`src/rtl/booth_pkg.sv`:
```
// booth_pkg
// Shared definitions for the radix-2 Booth multiplier controller:
//   - state_t    : controller state encoding (IDLE, RUN, DONE)
//   - booth_op_t : decode of the Booth pair {Q[0], q_m1} (NOP, ADD, SUB)
//   - DEFAULT_WIDTH : default operand width
//   - booth_decode  : maps the Booth pair onto an operation
package booth_pkg;

  localparam int DEFAULT_WIDTH = 8;

  typedef enum logic [1:0] {
    IDLE = 2'd0,
    RUN  = 2'd1,
    DONE = 2'd2
  } state_t;

  typedef enum logic [1:0] {
    NOP = 2'd0,
    ADD = 2'd1,
    SUB = 2'd2
  } booth_op_t;

  // 01 -> add M, 10 -> subtract M, 00/11 -> leave the accumulator alone.
  function automatic booth_op_t booth_decode(input logic q0, input logic q_m1);
    booth_op_t op;
    // NOTE: op gets a value on every path (default arm) so no latch is implied
    // when this decode is used from combinational logic.
    case ({q0, q_m1})
      2'b01:   op = ADD;
      2'b10:   op = SUB;
      default: op = NOP;
    endcase
    return op;
  endfunction

endpackage

```
`src/rtl/booth_mul_ctrl_cond_inv.sv`:
```
// cond_inv
// Conditional inverter shared by every Booth iteration. Together with the
// adder carry-in it turns "add M" into "subtract M".
// Ports:
//   inv   : 1 -> y = ~value, 0 -> y = value
//   value : WIDTH-bit input word
//   y     : WIDTH-bit output word
module cond_inv #(
  parameter int WIDTH = 9
) (
  input  logic             inv,
  input  logic [WIDTH-1:0] value,
  output logic [WIDTH-1:0] y
);

  // XOR with a replicated control bit is the inverter/pass-through in one gate.
  assign y = value ^ {WIDTH{inv}};

endmodule

```
`src/rtl/booth_mul_ctrl.sv`:
```
// booth_mul_ctrl
// Sequential signed radix-2 Booth multiplier. Operands are accepted over a
// valid/ready handshake, one Booth iteration runs per clock on a shared
// WIDTH+1-bit adder and conditional inverter, and the 2*WIDTH-bit product is
// returned over a second valid/ready handshake.
// Ports:
//   clk          : rising-edge clock
//   rst          : synchronous active-high reset
//   start_valid  : a/b valid
//   start_ready  : operands can be accepted (IDLE only)
//   a, b         : signed multiplicand / multiplier (WIDTH bits)
//   result_valid : product valid (DONE only)
//   result_ready : consumer accepts product
//   product      : signed product a*b (2*WIDTH bits), registered
//   busy         : RUN or DONE
module booth_mul_ctrl
  import booth_pkg::*;
#(
  parameter int WIDTH = DEFAULT_WIDTH
) (
  input  logic               clk,
  input  logic               rst,
  input  logic               start_valid,
  output logic               start_ready,
  input  logic [WIDTH-1:0]   a,
  input  logic [WIDTH-1:0]   b,
  output logic               result_valid,
  input  logic               result_ready,
  output logic [2*WIDTH-1:0] product,
  output logic               busy
);

  localparam int CW = $clog2(WIDTH) + 1;
  localparam logic [CW-1:0] LAST = CW'(WIDTH - 1);

  state_t         state;
  logic [WIDTH:0] m;      // sign-extended multiplicand
  logic [WIDTH:0] acc;    // upper half of the shift register
  logic [WIDTH-1:0] q;    // multiplier / lower half of the product
  logic           q_m1;
  logic [CW-1:0]  cnt;

  // Iteration datapath: decode, conditional invert, add, arithmetic shift.
  booth_op_t      op;
  logic           inv;
  logic [WIDTH:0] m_sel;
  logic [WIDTH:0] addend;
  logic [WIDTH:0] sum;
  logic [WIDTH:0] acc_n;
  logic [WIDTH-1:0] q_n;
  logic           q_m1_n;

  assign op  = booth_decode(q[0], q_m1);
  assign inv = (op == SUB);

  cond_inv #(.WIDTH(WIDTH + 1)) u_cond_inv (
    .inv   (inv),
    .value (m),
    .y     (m_sel)
  );

  // NOP adds zero with no carry-in, so the accumulator passes through.
  // The carry-out of the WIDTH+1-bit sum is dropped; the extra bit already
  // covers the a = -2^(WIDTH-1) case.
  assign addend = (op == NOP) ? '0 : m_sel;
  assign sum    = acc + addend + {{WIDTH{1'b0}}, inv};

  // Arithmetic shift right of {sum, q, q_m1}, replicating the sign bit.
  assign acc_n  = {sum[WIDTH], sum[WIDTH:1]};
  assign q_n    = {sum[0], q[WIDTH-1:1]};
  assign q_m1_n = q[0];

  // Handshake/status outputs depend on registered state only.
  assign start_ready  = (state == IDLE);
  assign result_valid = (state == DONE);
  assign busy         = (state == RUN) || (state == DONE);

  // NOTE: all state here uses non-blocking assignments so every register
  // samples the pre-edge values of the others, matching the hardware.
  always_ff @(posedge clk) begin
    if (rst) begin
      // NOTE: the whole datapath is cleared on reset, not just the FSM, so a
      // reset mid-operation can never leave stale partial results behind.
      state   <= IDLE;
      m       <= '0;
      acc     <= '0;
      q       <= '0;
      q_m1    <= 1'b0;
      cnt     <= '0;
      product <= '0;
    end else begin
      case (state)
        IDLE: begin
          if (start_valid) begin
            m     <= {a[WIDTH-1], a};
            acc   <= '0;
            q     <= b;
            q_m1  <= 1'b0;
            cnt   <= '0;
            state <= RUN;
          end
        end
        RUN: begin
          acc  <= acc_n;
          q    <= q_n;
          q_m1 <= q_m1_n;
          cnt  <= cnt + CW'(1);
          if (cnt == LAST) begin
            product <= {acc_n[WIDTH-1:0], q_n};
            state   <= DONE;
          end
        end
        DONE: begin
          if (result_ready) state <= IDLE;
        end
        default: state <= IDLE;
      endcase
    end
  end

endmodule

```
`config.mk`:
```
export PLATFORM = sky130hd
export DESIGN_NAME = booth_mul_ctrl
export DESIGN_NICKNAME = d
export VERILOG_FILES = /design/src/rtl/booth_pkg.sv /design/src/rtl/booth_mul_ctrl_cond_inv.sv /design/src/rtl/booth_mul_ctrl.sv
export SDC_FILE = /design/constraint.sdc
export NUM_CORES = 1
export LEC_CHECK = 0
export ABC_AREA = 1
export ABC_CLOCK_PERIOD_IN_PS = 3720
export CAP_MARGIN = 30
export CORE_MARGIN = 4
export CORE_UTILIZATION = 57
export DETAILED_ROUTE_END_ITERATION = 8
export PLACE_DENSITY_LB_ADDON = 0.08
export SETUP_SLACK_MARGIN = 0.15
export SLEW_MARGIN = 15
export SYNTH_ARGS = -nofsm -noshare
export SYNTH_HDL_FRONTEND = slang
export SYNTH_SLANG_ARGS = --single-unit
```
`constraint.sdc`:
```
create_clock -name clk -period 3.72 [get_ports clk]
set_clock_uncertainty 0.1 [all_clocks]
set_input_delay 1.116 -clock clk [delete_from_list [all_inputs] [get_ports clk]]
set_output_delay 1.116 -clock clk [all_outputs]
set_load 0.02 [all_outputs]
```
### After elaboration in Yosys (flattened, before gate mapping)

Index checks and enable logic that the tools add are counted.

* output and inout port bits: 19
* logic and storage cells: 42
* input bits: 20
* bits in registers: 48

* $add $sub $neg: 3
* reduce and logical (&&, ||, !) cells: 8
* bitwise gates (word level): 1
* eq/ne operators: 9
* mux-type cells: 14

Operators by type and width (number)
* two-way mux 9 bit: 2
* one-hot mux 9 bit (2 select lines): 1
* one-hot mux 8 bit (2 select lines): 1
* adder 9 x 1 -> 9 bit: 1
* adder 9 bit: 1
* XOR 9 bit: 1
* two-way mux 8 bit: 1
* one-hot mux 4 bit (2 select lines): 1
* == test 2 bit, second input constant: 3
* two-way mux 2 bit: 3
* one-hot mux 2 bit (3 select lines): 1
* AND reduction 2 bit: 3
* adder 4 x 1 -> 4 bit, second input constant: 1
* == test 2 x 1 -> 1 bit, second input constant: 2
* == test 4 x 3 -> 1 bit, second input constant: 1
* logical NOT 2 bit: 2
* two-way mux 4 bit: 1
* != test 2 x 1 -> 1 bit, second input constant: 2
* one-hot mux 2 bit (2 select lines): 1
* AND reduction 3 bit: 1
* != test 2 bit, second input constant: 1
* one-hot mux 1 bit (2 select lines): 1
* nonzero test 2 bit: 1
* logical OR 1 bit: 1
* two-way mux 1 bit: 1

### Logic depth before layout (Yosys ltp)

* word-level depth: 8
* mapped depth: 17
* gate-level depth less buffers: 16

### Hierarchy

From an unflattened synthesis, not the netlist that was laid out.

* cell total of the unflattened synthesis: 373
* area total of the unflattened synthesis: 2503.7 um2

By module, submodules not included
* booth_mul_ctrl: cells each 335, seq. area each 940.9 um2, area each 2353.5 um2, times used 1
* cond_inv: cells each 38, seq. area each 0.0 um2, area each 150.1 um2, times used 1

### Least setup slack after synthesis

No wires, ideal clock.

* path kind: reg-to-reg
* start point: register q_m1
* end point: register product[11]
* cell stages (with the launch flop): 16
* arrival: 2.108 ns
* setup time: 0.115 ns
* slack: 1.397 ns
* required time: 3.505 ns
* period minus slack after synthesis: 2.323 ns
* cells stage by stage: dfxtp_1 -> inv_1 -> ha_1 -> clkbuf_1 -> a21oi_1 -> o21ai_0 -> fa_1 -> inv_1 -> fa_1 -> nand2_1 -> nand2_1 -> nand2_1 -> nor2_1 -> o21ai_1 -> o211ai_1 -> inv_2

* cells in the longest elaborated chain, start to end: 7
* elaborated cells between the ends (all ways): 9
* those cells by class: 2 x add/sub; 3 x eq/ne; 2 x mux; 1 x bitwise; 1 x reduce/logical

RTL lines
* start, declared: line booth_mul_ctrl.sv:40 `logic q_m1;`
* start signal, assigned: line booth_mul_ctrl.sv:106 `q_m1 <= q_m1_n;`
* == test 2 bit / == test 2 x 1 -> 1 bit (equally long branches): line booth_pkg.sv:28 `case ({q0, q_m1})`
* one-hot mux 2 bit (2 select lines) (*): line booth_pkg.sv:28
* == test 2 bit: line booth_mul_ctrl.sv:54 `assign inv = (op == SUB);`
* XOR 9 bit: line booth_mul_ctrl_cond_inv.sv:17 `assign y = value ^ {WIDTH{inv}};`
* two-way mux 9 bit: line booth_mul_ctrl.sv:65 `assign addend = (op == NOP) ? '0 : m_sel;`
* adder 9 bit: line booth_mul_ctrl.sv:66 `assign sum = acc + addend + {{WIDTH{1'b0}}, inv};`
* adder 9 x 1 -> 9 bit (*): line booth_mul_ctrl.sv:66
* end signal, assigned: line booth_mul_ctrl.sv:109 `product <= {acc_n[WIDTH-1:0], q_n};`
* end, declared: line booth_mul_ctrl.sv:29 `output logic [2*WIDTH-1:0] product,`

Every way passes the cells marked *; elsewhere a longest branch is shown, timed or not.
A chain may end at the register's enable or synchronous reset.

### Final worst setup path

* start point: register state[0]
* end point: output port start_ready

* cells in the longest elaborated chain, start to end: 1

RTL lines
* start, declared: line booth_mul_ctrl.sv:36 `state_t state;`
* start signal, assigned: line booth_mul_ctrl.sv:84 `state <= IDLE;`
* start signal, assigned: line booth_mul_ctrl.sv:100 `state <= RUN;`
* start signal, assigned: line booth_mul_ctrl.sv:110 `state <= DONE;`
* logical NOT 2 bit: line booth_mul_ctrl.sv:74 `assign start_ready = (state == IDLE);`
* end, declared: line booth_mul_ctrl.sv:24 `output logic start_ready,`

No other way between the ends.

==> metrics.cfg <==
[placement]
place_congestion=0.878
portBuffers=38
pre_cts_slack_ns=0.738
place_hpwl_um=3610

[clock_network]
cts_max_level=2
cts_setup_buffers=0
cts_sinks=47
clockBufferDepth=2
path_clk_slew_ns=0.09
cts_tree=done
clkLatencyLatePin_ns=0.31
numCtsBuffers=5
ctsHoldBuffers=0
cts_resized=0
cts_root_buffer=clkbuf_8

[global_routing]
grt_use_total=0.205
antenna_found_initial=0
grt_pass1_vias=1974
grt_first_pass_wirelength_um=8610
gr-total-overflow=0
grt_max_degree=29

[pwr]
power.leakage_nw=1.24
ir_drop_mv=0.416
power.density_nw_per_um2=547

[die]
die-area_um2=5390
io_pins=39
die_y_um=73.4
core_um2=4060
die_w_um=73.4
num_rows=23
start_util=0.601

[sta]
setup_slack_ns=0.866
max_freq_mhz=350
relSlewSlack=0.528
final-max-slew-violation-count=0
hold_violations=0
tns_ns=0
layout_min_cycle_time_ns=2.85
period_share=0.767
finalSetupViolations=0
tightestPinTransition_ns=0.708
rsz0062_at_grt=false

[routing]
wirelength_um=4990
drtAntennaViolNets=0
viasPerCell=5.11
drt_iter0_markers=114
vias=2115
first_pass_iters=4
drcViolationCount=0
routedWlPerCell_um=12.1

[logic_synthesis]
synth_warnings=0
synth.ff_latch_count=47
synth_area_per_cell_um2=7.34
syn_area_um2=2440
synthArstFlopShare=0
synth_cells=332
synth_nets=366
synth_seq_area_share=0.386
synth_top_flop_cell=dfxtp_1
yosys.area.top_type=dfxtp_1
synth_edf_count=0
synth_top_area_share=0.386
synth.area.top_cells=dfxtp_1 39%, nand2_1 13%, ha_1 6.2%, a21oi_1 5.5%, nor2_1 5.2%
synth_cell_type_count=34

[cells_and_area]
antenna_cells=0
multi_input_area_um2=1250
layout-drive-gt1-share=0.0632
fin_nets=397
regArea_um2=941
final_core_util=0.709
syn_to_final_growth_pct=18.0
fillers=360

[setup_path]
crit_path_end_kind=primary output
crit_type=reg -> out
path_max_fanout=5
arrival_ns=1.64
path_delay_family=buffers and inverters
crit_buf_inv=2
crit_slowest_cell=clkdlybuf4s50_1
max_stage_delay_ns=0.64
cp_cell_sequence=inv_1 -> ha_1 -> clkdlybuf4s50_1
crit_path_start_kind=register
cp.required_ns=2.50

[job]
max-cap-violations=0

[min_path]
hold_path.class=reg -> reg

[run_status]
run_status=complete, no violations

[logic make-up (layout without fill, tap and decap cells)]
logic type                 Yosys count  in the layout  share of synthesized area
xor gates and xnor gates             9              9                     0.0323
and+or+nand+nor                    142            142                      0.249
AOI/OAI and AO/OA                   69             69                      0.155
DFF                                 47             47                      0.386
buffers and inverters               51             83                     0.0996
adders and majority gates           14             14                     0.0780
[state kept, by name, indices dropped and copies added (netlist names)]
signal   cells
cnt          4
q            8
acc          8
m            8
state        2
product     16
q_m1         1
[routing by layer]
layer | up-vias | global-route usage | share of wire
met5 | - | 0 | 0
met2 | 43 | 0.319 | 0.44
li1 | 1122 | - | -
met1 | 944 | 0.280 | 0.49
met3 | 6 | 0.0424 | 0.062
met4 | 0 | 0.0785 | 0.015
[cells in the mapped netlist (2+ instances only)]
library cell and count:
xnor2_1 7, o21ai_1 7, a21oi_1 27, buf_2 7, o21a_1 3, a31oi_1 8, inv_1 31, nand3_1 11
dfxtp_1 47, ha_1 12, inv_2 4, o21ai_0 19, nand2_1 85, fa_1 2, nor2_1 34, xor2_1 2
clkbuf_1 2, and3_1 2, o21ai_2 2, buf_6 5, nand3b_1 2
[final timing paths]
check | endpoint | cells past startpoint | slack (ns) | start
worst min register to register | product[1]$_SDFFE_PP0P_ | 2 | 0.36 | product[1]$_SDFFE_PP0P_
worst max register to register | product[11]$_SDFFE_PP0P_ | 14 | 1.13 | q_m1$_SDFFE_PP0P_
worst max-delay path | start_ready | 3 | 0.87 | state[0]$_SDFFE_PP0P_
worst min-delay path | product[1]$_SDFFE_PP0P_ | 2 | 0.36 | product[1]$_SDFFE_PP0P_
[power by group]
part           switching, mW  internal (mW)  total, mW
clock                  0.185          0.134      0.320
sequential            0.0524          0.580      0.633
combinational          0.387          0.232      0.619
total                  0.625          0.947       1.57
[final cells by class]
| type | instances | share of cell area |
|---|---|---|
| Clock inverter | 3 | 0.00870 |
| Sequential cell | 47 | 0.327 |
| Tap cell | 50 | 0.0218 |
| Timing Repair Buffer | 39 | 0.135 |
| Multi-Input combinational cell | 234 | 0.436 |
| Clock buffer | 5 | 0.0239 |
| Inverter | 36 | 0.0474 |
[through the flow]
stage | hold WS, ns | cells | total power, mW | cell area, µm²
3_3_place_gp | 0.347 | 406 | 1.25 | 2780
3_5_place_dp | 0.351 | 406 | 1.26 | 2780
5_1_grt | 0.391 | 414 | 1.70 | 2880
6_report | 0.362 | 414 | 1.57 | 2880
2_1_floorplan | 0.340 | 332 | 1.15 | 2440
4_1_cts | 0.366 | 414 | 1.58 | 2880
[layout by cell type (no fill, tap or decap), drive strengths merged]
| master | instances |
|---|---|
| nor2 | 37 |
| nand3b | 2 |
| o21ai | 28 |
| clkdlybuf4s50 | 38 |
| dfxtp | 47 |
| a21oi | 27 |
| o211ai | 1 |
| or2 | 1 |
| a31oi | 8 |
| nand3 | 12 |
| ha | 12 |
| and3 | 2 |
| a21o | 1 |
| clkinvlp | 1 |
| buf | 1 |
| clkinv | 3 |
| xnor2 | 7 |
| clkbuf | 5 |
| nor3 | 2 |
| o21a | 3 |
| nand2 | 86 |
| fa | 2 |
| o21bai | 1 |
| inv | 35 |
| xor2 | 2 |
[worst reg2reg max path, delay by kind of cell, from the launching register on]
| family | cells | cell delay, ns |
|---|---|---|
| DFF | 1 | 0.35 |
| AOI/OAI and AO/OA | 4 | 0.51 |
| adders and majority gates | 3 | 0.93 |
| and+or+nand+nor | 4 | 0.42 |
| buffers and inverters | 3 | 0.18 |
Power figures use the tool's default switching activity.
